`config.mk`:
```
export PLATFORM = sky130hd
export DESIGN_NAME = tank_bullet
export DESIGN_NICKNAME = d
export VERILOG_FILES = /design/src/rtl/tank_bullet.sv
export SDC_FILE = /design/constraint.sdc
export NUM_CORES = 1
export LEC_CHECK = 0
export ABC_AREA = 1
export CAP_MARGIN = 20
export CORE_MARGIN = 5
export CORE_UTILIZATION = 52
export DETAILED_ROUTE_END_ITERATION = 7
export HOLD_SLACK_MARGIN = 0.06
export PLACE_DENSITY = 0.79
export RECOVER_POWER = 50
export SYNTH_ARGS = -nofsm -noshare
export SYNTH_HDL_FRONTEND = slang
export SYNTH_SLANG_ARGS = --single-unit
```
`constraint.sdc`:
```
create_clock -name clk_50MHz -period 2.6 [get_ports clk_50MHz]
set_clock_uncertainty 0.05 [all_clocks]
set_input_delay 0.26 -clock clk_50MHz [delete_from_list [all_inputs] [get_ports clk_50MHz]]
set_output_delay 0.26 -clock clk_50MHz [all_outputs]
set_load 0.1 [all_outputs]
```
`src/rtl/tank_bullet.sv`:
```
// Player tank projectile: owns a single 4x4 bullet.
// A fire press arms a request. The next refresh_tick spawns the bullet at the
// barrel, and the bullet then moves once per refresh_tick along the direction
// that was latched at spawn. The bullet retires on a hit or when it leaves the
// screen, and a reload cooldown follows.
module tank_bullet #(
    parameter int SPEED          = 2,
    parameter int COOLDOWN_TICKS = 15,
    parameter int H_MAX          = 639,
    parameter int V_MAX          = 479,
    parameter int PARK           = 1023
) (
    input  logic       clk_50MHz,
    input  logic       reset,
    input  logic [9:0] x,
    input  logic [9:0] y,
    input  logic       refresh_tick,
    input  logic       fire,
    input  logic [9:0] x_tank,
    input  logic [9:0] y_tank,
    input  logic [1:0] tank_dir,
    input  logic       hit,
    output logic [9:0] x_tank_bullet,
    output logic [9:0] y_tank_bullet,
    output logic       bullet_on,
    output logic       bullet_active,
    output logic       bullet_fired
);

    localparam logic [9:0]        PARK_POS = 10'(PARK);
    localparam logic [7:0]        CD_LAST  = 8'(COOLDOWN_TICKS);
    localparam logic signed [11:0] H_LIM   = 12'(H_MAX);
    localparam logic signed [11:0] V_LIM   = 12'(V_MAX);
    localparam logic signed [11:0] STEP    = 12'(SPEED);

    typedef enum logic [1:0] {
        IDLE     = 2'd0,
        FLY      = 2'd1,
        COOLDOWN = 2'd2
    } state_t;

    // A bullet top-left coordinate is unusable if it is negative or if its
    // far edge (pos+3) falls beyond the last visible line.
    function automatic logic off_screen(input logic signed [11:0] pos,
                                        input logic signed [11:0] lim);
        return (pos < 12'sd0) || ((pos + 12'sd3) > lim);
    endfunction

    state_t      state_q;
    logic [9:0]  x_q, y_q;
    logic [1:0]  dir_q;
    logic [7:0]  cnt_q;
    logic        fired_q;
    logic        fire_req_q;
    logic        fire_s1_q, fire_s2_q, fire_s3_q;
    logic [2:0]  sync_vld_q;
    logic        fire_edge;

    logic signed [11:0] xt_d, yt_d, sx_d, sy_d, xb_d, yb_d, mx_d, my_d;
    logic               spawn_ok_d, move_ok_d;
    logic [7:0]         cnt_d;
    logic [10:0]        x_end, y_end;

    // Fire synchroniser and edge history. sync_vld_q marks when the history
    // holds real samples, so a button already held at reset release is not
    // mistaken for a new press.
    always_ff @(posedge clk_50MHz or negedge reset) begin
        if (!reset) begin
            fire_s1_q  <= 1'b0;
            fire_s2_q  <= 1'b0;
            fire_s3_q  <= 1'b0;
            sync_vld_q <= 3'b000;
        end else begin
            fire_s1_q  <= fire;
            fire_s2_q  <= fire_s1_q;
            fire_s3_q  <= fire_s2_q;
            sync_vld_q <= {sync_vld_q[1:0], 1'b1};
        end
    end

    assign fire_edge = sync_vld_q[2] && fire_s2_q && !fire_s3_q;

    // Candidate spawn position at the barrel, and candidate next position in flight.
    always_comb begin
        xt_d = signed'({2'b00, x_tank});
        yt_d = signed'({2'b00, y_tank});
        sx_d = xt_d;
        sy_d = yt_d;
        unique case (tank_dir)
            2'd0: begin sx_d = xt_d + 12'sd14; sy_d = yt_d - 12'sd4;  end
            2'd1: begin sx_d = xt_d + 12'sd32; sy_d = yt_d + 12'sd14; end
            2'd2: begin sx_d = xt_d + 12'sd14; sy_d = yt_d + 12'sd32; end
            2'd3: begin sx_d = xt_d - 12'sd4;  sy_d = yt_d + 12'sd14; end
        endcase
        spawn_ok_d = !off_screen(sx_d, H_LIM) && !off_screen(sy_d, V_LIM);

        xb_d = signed'({2'b00, x_q});
        yb_d = signed'({2'b00, y_q});
        mx_d = xb_d;
        my_d = yb_d;
        unique case (dir_q)
            2'd0: my_d = yb_d - STEP;
            2'd1: mx_d = xb_d + STEP;
            2'd2: my_d = yb_d + STEP;
            2'd3: mx_d = xb_d - STEP;
        endcase
        move_ok_d = !off_screen(mx_d, H_LIM) && !off_screen(my_d, V_LIM);

        cnt_d = cnt_q + 8'd1;
    end

    // Bullet FSM with registered position, direction, cooldown and fire pulse.
    always_ff @(posedge clk_50MHz or negedge reset) begin
        if (!reset) begin
            state_q    <= IDLE;
            x_q        <= PARK_POS;
            y_q        <= PARK_POS;
            dir_q      <= 2'd0;
            cnt_q      <= 8'd0;
            fired_q    <= 1'b0;
            fire_req_q <= 1'b0;
        end else begin
            fired_q <= 1'b0;
            unique case (state_q)
                IDLE: begin
                    if (refresh_tick) begin
                        // The tick consumes any pending request; a press in
                        // this same cycle arms the next tick.
                        fire_req_q <= fire_edge;
                        if (fire_req_q && spawn_ok_d) begin
                            x_q        <= sx_d[9:0];
                            y_q        <= sy_d[9:0];
                            dir_q      <= tank_dir;
                            fired_q    <= 1'b1;
                            fire_req_q <= 1'b0;
                            state_q    <= FLY;
                        end
                    end else if (fire_edge) begin
                        fire_req_q <= 1'b1;
                    end
                end
                FLY: begin
                    fire_req_q <= 1'b0;
                    if (hit || (refresh_tick && !move_ok_d)) begin
                        x_q     <= PARK_POS;
                        y_q     <= PARK_POS;
                        cnt_q   <= 8'd0;
                        state_q <= COOLDOWN;
                    end else if (refresh_tick) begin
                        x_q <= mx_d[9:0];
                        y_q <= my_d[9:0];
                    end
                end
                COOLDOWN: begin
                    fire_req_q <= 1'b0;
                    if (refresh_tick) begin
                        cnt_q <= cnt_d;
                        if (cnt_d == CD_LAST) begin
                            state_q    <= IDLE;
                            fire_req_q <= fire_edge;
                        end
                    end
                end
                default: begin
                    state_q    <= IDLE;
                    x_q        <= PARK_POS;
                    y_q        <= PARK_POS;
                    fire_req_q <= 1'b0;
                end
            endcase
        end
    end

    // Pixel-inside-bullet test against the registered position.
    always_comb begin
        x_end     = {1'b0, x_q} + 11'd3;
        y_end     = {1'b0, y_q} + 11'd3;
        bullet_on = (state_q == FLY)
                    && (x >= x_q) && ({1'b0, x} <= x_end)
                    && (y >= y_q) && ({1'b0, y} <= y_end);
    end

    assign x_tank_bullet = x_q;
    assign y_tank_bullet = y_q;
    assign bullet_active = (state_q == FLY);
    assign bullet_fired  = fired_q;

endmodule

```
==> flow_summary.json <==
{
  "status": "finished, violations left",
  "violations": "setup timing",
  "maxCapViolCount": 0,
  "core_um2": 9860,
  "grt_util_all_layers_pct": 25.4,
  "grt_pass1_wl_um": 26800,
  "layout-drive-gt1-share_pct": 27.4,
  "swShare_pct": 53.3,
  "ant_nets": 0,
  "drv_slew": 0,
  "clk_latency_ps": 310,
  "synth_cell_type_count": 42,
  "synth_top_area_cell": "nand2_1",
  "mappedNetlistNets": 959,
  "drt-total-wl_um": 16600,
  "clk_pin_slew_ps": 90,
  "ys_async_sr_fraction_pct": 100,
  "end_kind": "output pin",
  "ys_seq_area_share_pct": 19.4,
  "critical_path_class": "register to output pin",
  "seq_power_share_pct": 18.6,
  "synth_edf_count": 0,
  "hold_path.class": "register to register",
  "power.density_nw_per_um2": 803,
  "dp_hpwl_um": 12800,
  "vias_per_cell": 5.27,
  "cts.sinks": 40,
  "fp.dieArea_um2": 12300,
  "cts_made_buffers": 5,
  "grt_start_max_net_pins": 41,
  "root_buffer": "clkbuf_8",
  "finalCriticalPeriod_ps": 3360,
  "io_pins": 70,
  "diodes": 0,
  "gp_congestion": 0.946,
  "critPathRequiredTime_ps": 2290,
  "initial_core_util_pct": 53.7,
  "synth_top_area_share_pct": 19.1,
  "grt_pass1_vias": 5930,
  "worst-path-max-fanout": 4,
  "p_clk_share_pct": 8.4,
  "drt_iter0_markers": 335,
  "fin_util_pct": 76.6,
  "die_x_um": 111,
  "gr-total-overflow": 0,
  "syn_area_um2": 5300,
  "tritoncts": "built",
  "area_growth_pct": 42.6,
  "max_freq_mhz": 298,
  "hold_violations": 0,
  "die_height_um": 111,
  "rsz0062_at_grt": "true",
  "synth.area.top_cells": "nand2_1 19%, ha_1 14%, dfstp_2 9.9%, dfrtp_1 9.4%, nand3_1 9.4%",
  "maxSlewHeadroom_pct": 23.0,
  "nFillCells": 753,
  "drc": 0,
  "leakage_nw": 3.87,
  "critPathArrivalTime_ps": 3050,
  "first_pass_iters": 5,
  "critPathLaunchType": "register",
  "synth.avg_cell_area_um2": 6.22,
  "finalSetupViolCount": 31,
  "synthFlopType": "dfstp_2",
  "routed-via-count": 6290,
  "ir_worst_vdd_mv": 0.484,
  "netlist_instances": 852,
  "portBuffers": 69,
  "tns_ps": -6980,
  "fin_crit_sh_pct": 129,
  "p_comb_share_pct": 73.0,
  "power.internal_mw": 2.83,
  "clk_path_buf_depth": 2,
  "final_nets": 1166,
  "num_rows": 36,
  "p_sw_mw": 3.24,
  "cts_max_level": 2,
  "tightestPinTransition_ps": 1160,
  "antenna_found_initial": 0,
  "yosysWarnings": 0,
  "worst_slack_ps": -761,
  "wire_per_inst_um": 13.9,
  "ys_ff_latch": 40
}
[power by group through the flow]
stage	Clock [mW]	Sequential (mW)	Combinational [mW]
2_1_floorplan	0	2.01	1.90
3_3_place_gp	0	1.12	4.04
3_5_place_dp	0	1.12	4.12
4_1_cts	0.513	1.11	4.29
5_1_grt	0.536	1.15	4.83
6_report	0.511	1.13	4.43
[registers in the layout, summed over array words and instances (netlist names)]
name,flops
bullet_fired,1
cnt_q,8
dir_q,2
fire_req_q,1
fire_s1_q,1
fire_s2_q,1
fire_s3_q,1
state_q,2
sync_vld_q,3
x_tank_bullet,10
y_tank_bullet,10
[critical path, cell delays in order (launching register included)]
cell,delay [ps]
dfstp_4,660
inv_6,40
ha_4,150
or2_4,250
nor2_4,110
xor2_1,170
ha_1,280
nand2_1,100
nor2_1,40
nor2_1,70
and3_1,160
o21ai_2,60
a21oi_2,140
o2111ai_2,170
nor2_4,140
buf_12,180
[per-stage QoR]
stage	setup slack (ps)	hold WS (ps)	power [mW]	std cells	cell area, um^2
3_3_place_gp	-401	282	5.15	1173	7100
4_1_cts	-753	308	5.92	1189	7430
6_report	-761	305	6.07	1193	7550
5_1_grt	-885	315	6.52	1193	7550
2_1_floorplan	-779	-85.6	3.91	852	5380
3_5_place_dp	-505	287	5.24	1173	7100
[cell usage in the layout, fill, tap and decap left out, drive strengths merged]
cell type      count
inv              103
dfstp             20
nor4               2
xor2              23
clkdlybuf4s50     44
nand2            280
o41ai              1
o21ai             39
conb               1
a21oi             33
and2               1
clkinvlp           1
nand3b             3
xnor2              3
ha                60
buf              170
or3b               1
a211oi             1
nor3b              1
dlygate4sd3        2
nor3              12
a21boi             1
nand3            101
o21a               2
and3               1
o2111ai            3
or2                1
nor2              91
o211ai             7
clkbuf             8
dfrtp             20
nand4             24
[logic make-up (layout without fill, tap and decap cells)]
family                   Yosys count  after routing  synth area share [%]
AND/OR/NAND/NOR                  518            518                  42.9
buffers and inverters            120            328                  9.59
AO/OA/AOI/OAI                     87             87                  9.59
adder cells (fa/ha/maj)           60             60                  14.2
flip-flops                        40             40                  19.4
XOR/XNOR                          26             26                  4.30
other                              1              1                0.0708
[cells in the mapped netlist (4+ instances only)]
library cell and number:
nand4_1 24, nor3_1 12, a21oi_1 32, nand3_1 99, o21ai_2 7, o211ai_1 7, buf_2 4, nand2_1 270
inv_2 12, inv_1 90, nand2_4 4, clkbuf_1 6, dfstp_2 20, nand2_2 5, dfrtp_1 20, ha_1 60
xor2_1 23, o21ai_0 29, nor2_2 6, nor2_1 84, buf_6 4
[routing by layer]
metal	vias up	GRT usage (%)	share of wire, %
met5	-	0	0
met4	0	9.11	2.7
met3	36	4.04	6.5
met2	225	43.9	48
met1	2821	32.0	42
li1	3208	-	-
[cell type report]
type	count	area (um^2)	area share, %
tap	133	166	2.20
sequential	40	1060	14.1
clock buffer	6	93.8	1.24
clock inverter	2	16.3	0.215
multi-input combinational	692	4020	53.2
inverter	102	390	5.17
timing repair buffer	218	1800	23.9
[worst paths after layout]
kind / startpoint / end / slack, ps / cells after the start
max reg2reg: x_tank_bullet[1] / cnt_q[7] / -280 / 21
max: x_tank_bullet[1] / bullet_on / -760 / 15
min reg2reg: fire_s1_q / fire_s2_q / 300 / 0
min in group asynchronous: reset / cnt_q[4] / 670 / 2
min: fire_s1_q / fire_s2_q / 300 / 0
max in group asynchronous: reset / dir_q[1] / 1180 / 2
[what timing repair did]
action	4_1_cts	5_1_grt
gates resized for setup	38	22
hold buffers	1	0
pin swaps	35	23
endpoints found under the hold margin	5	0
setup endpoints to repair	30	35
setup buffers	7	4
(Power assumes the default switching activity.)
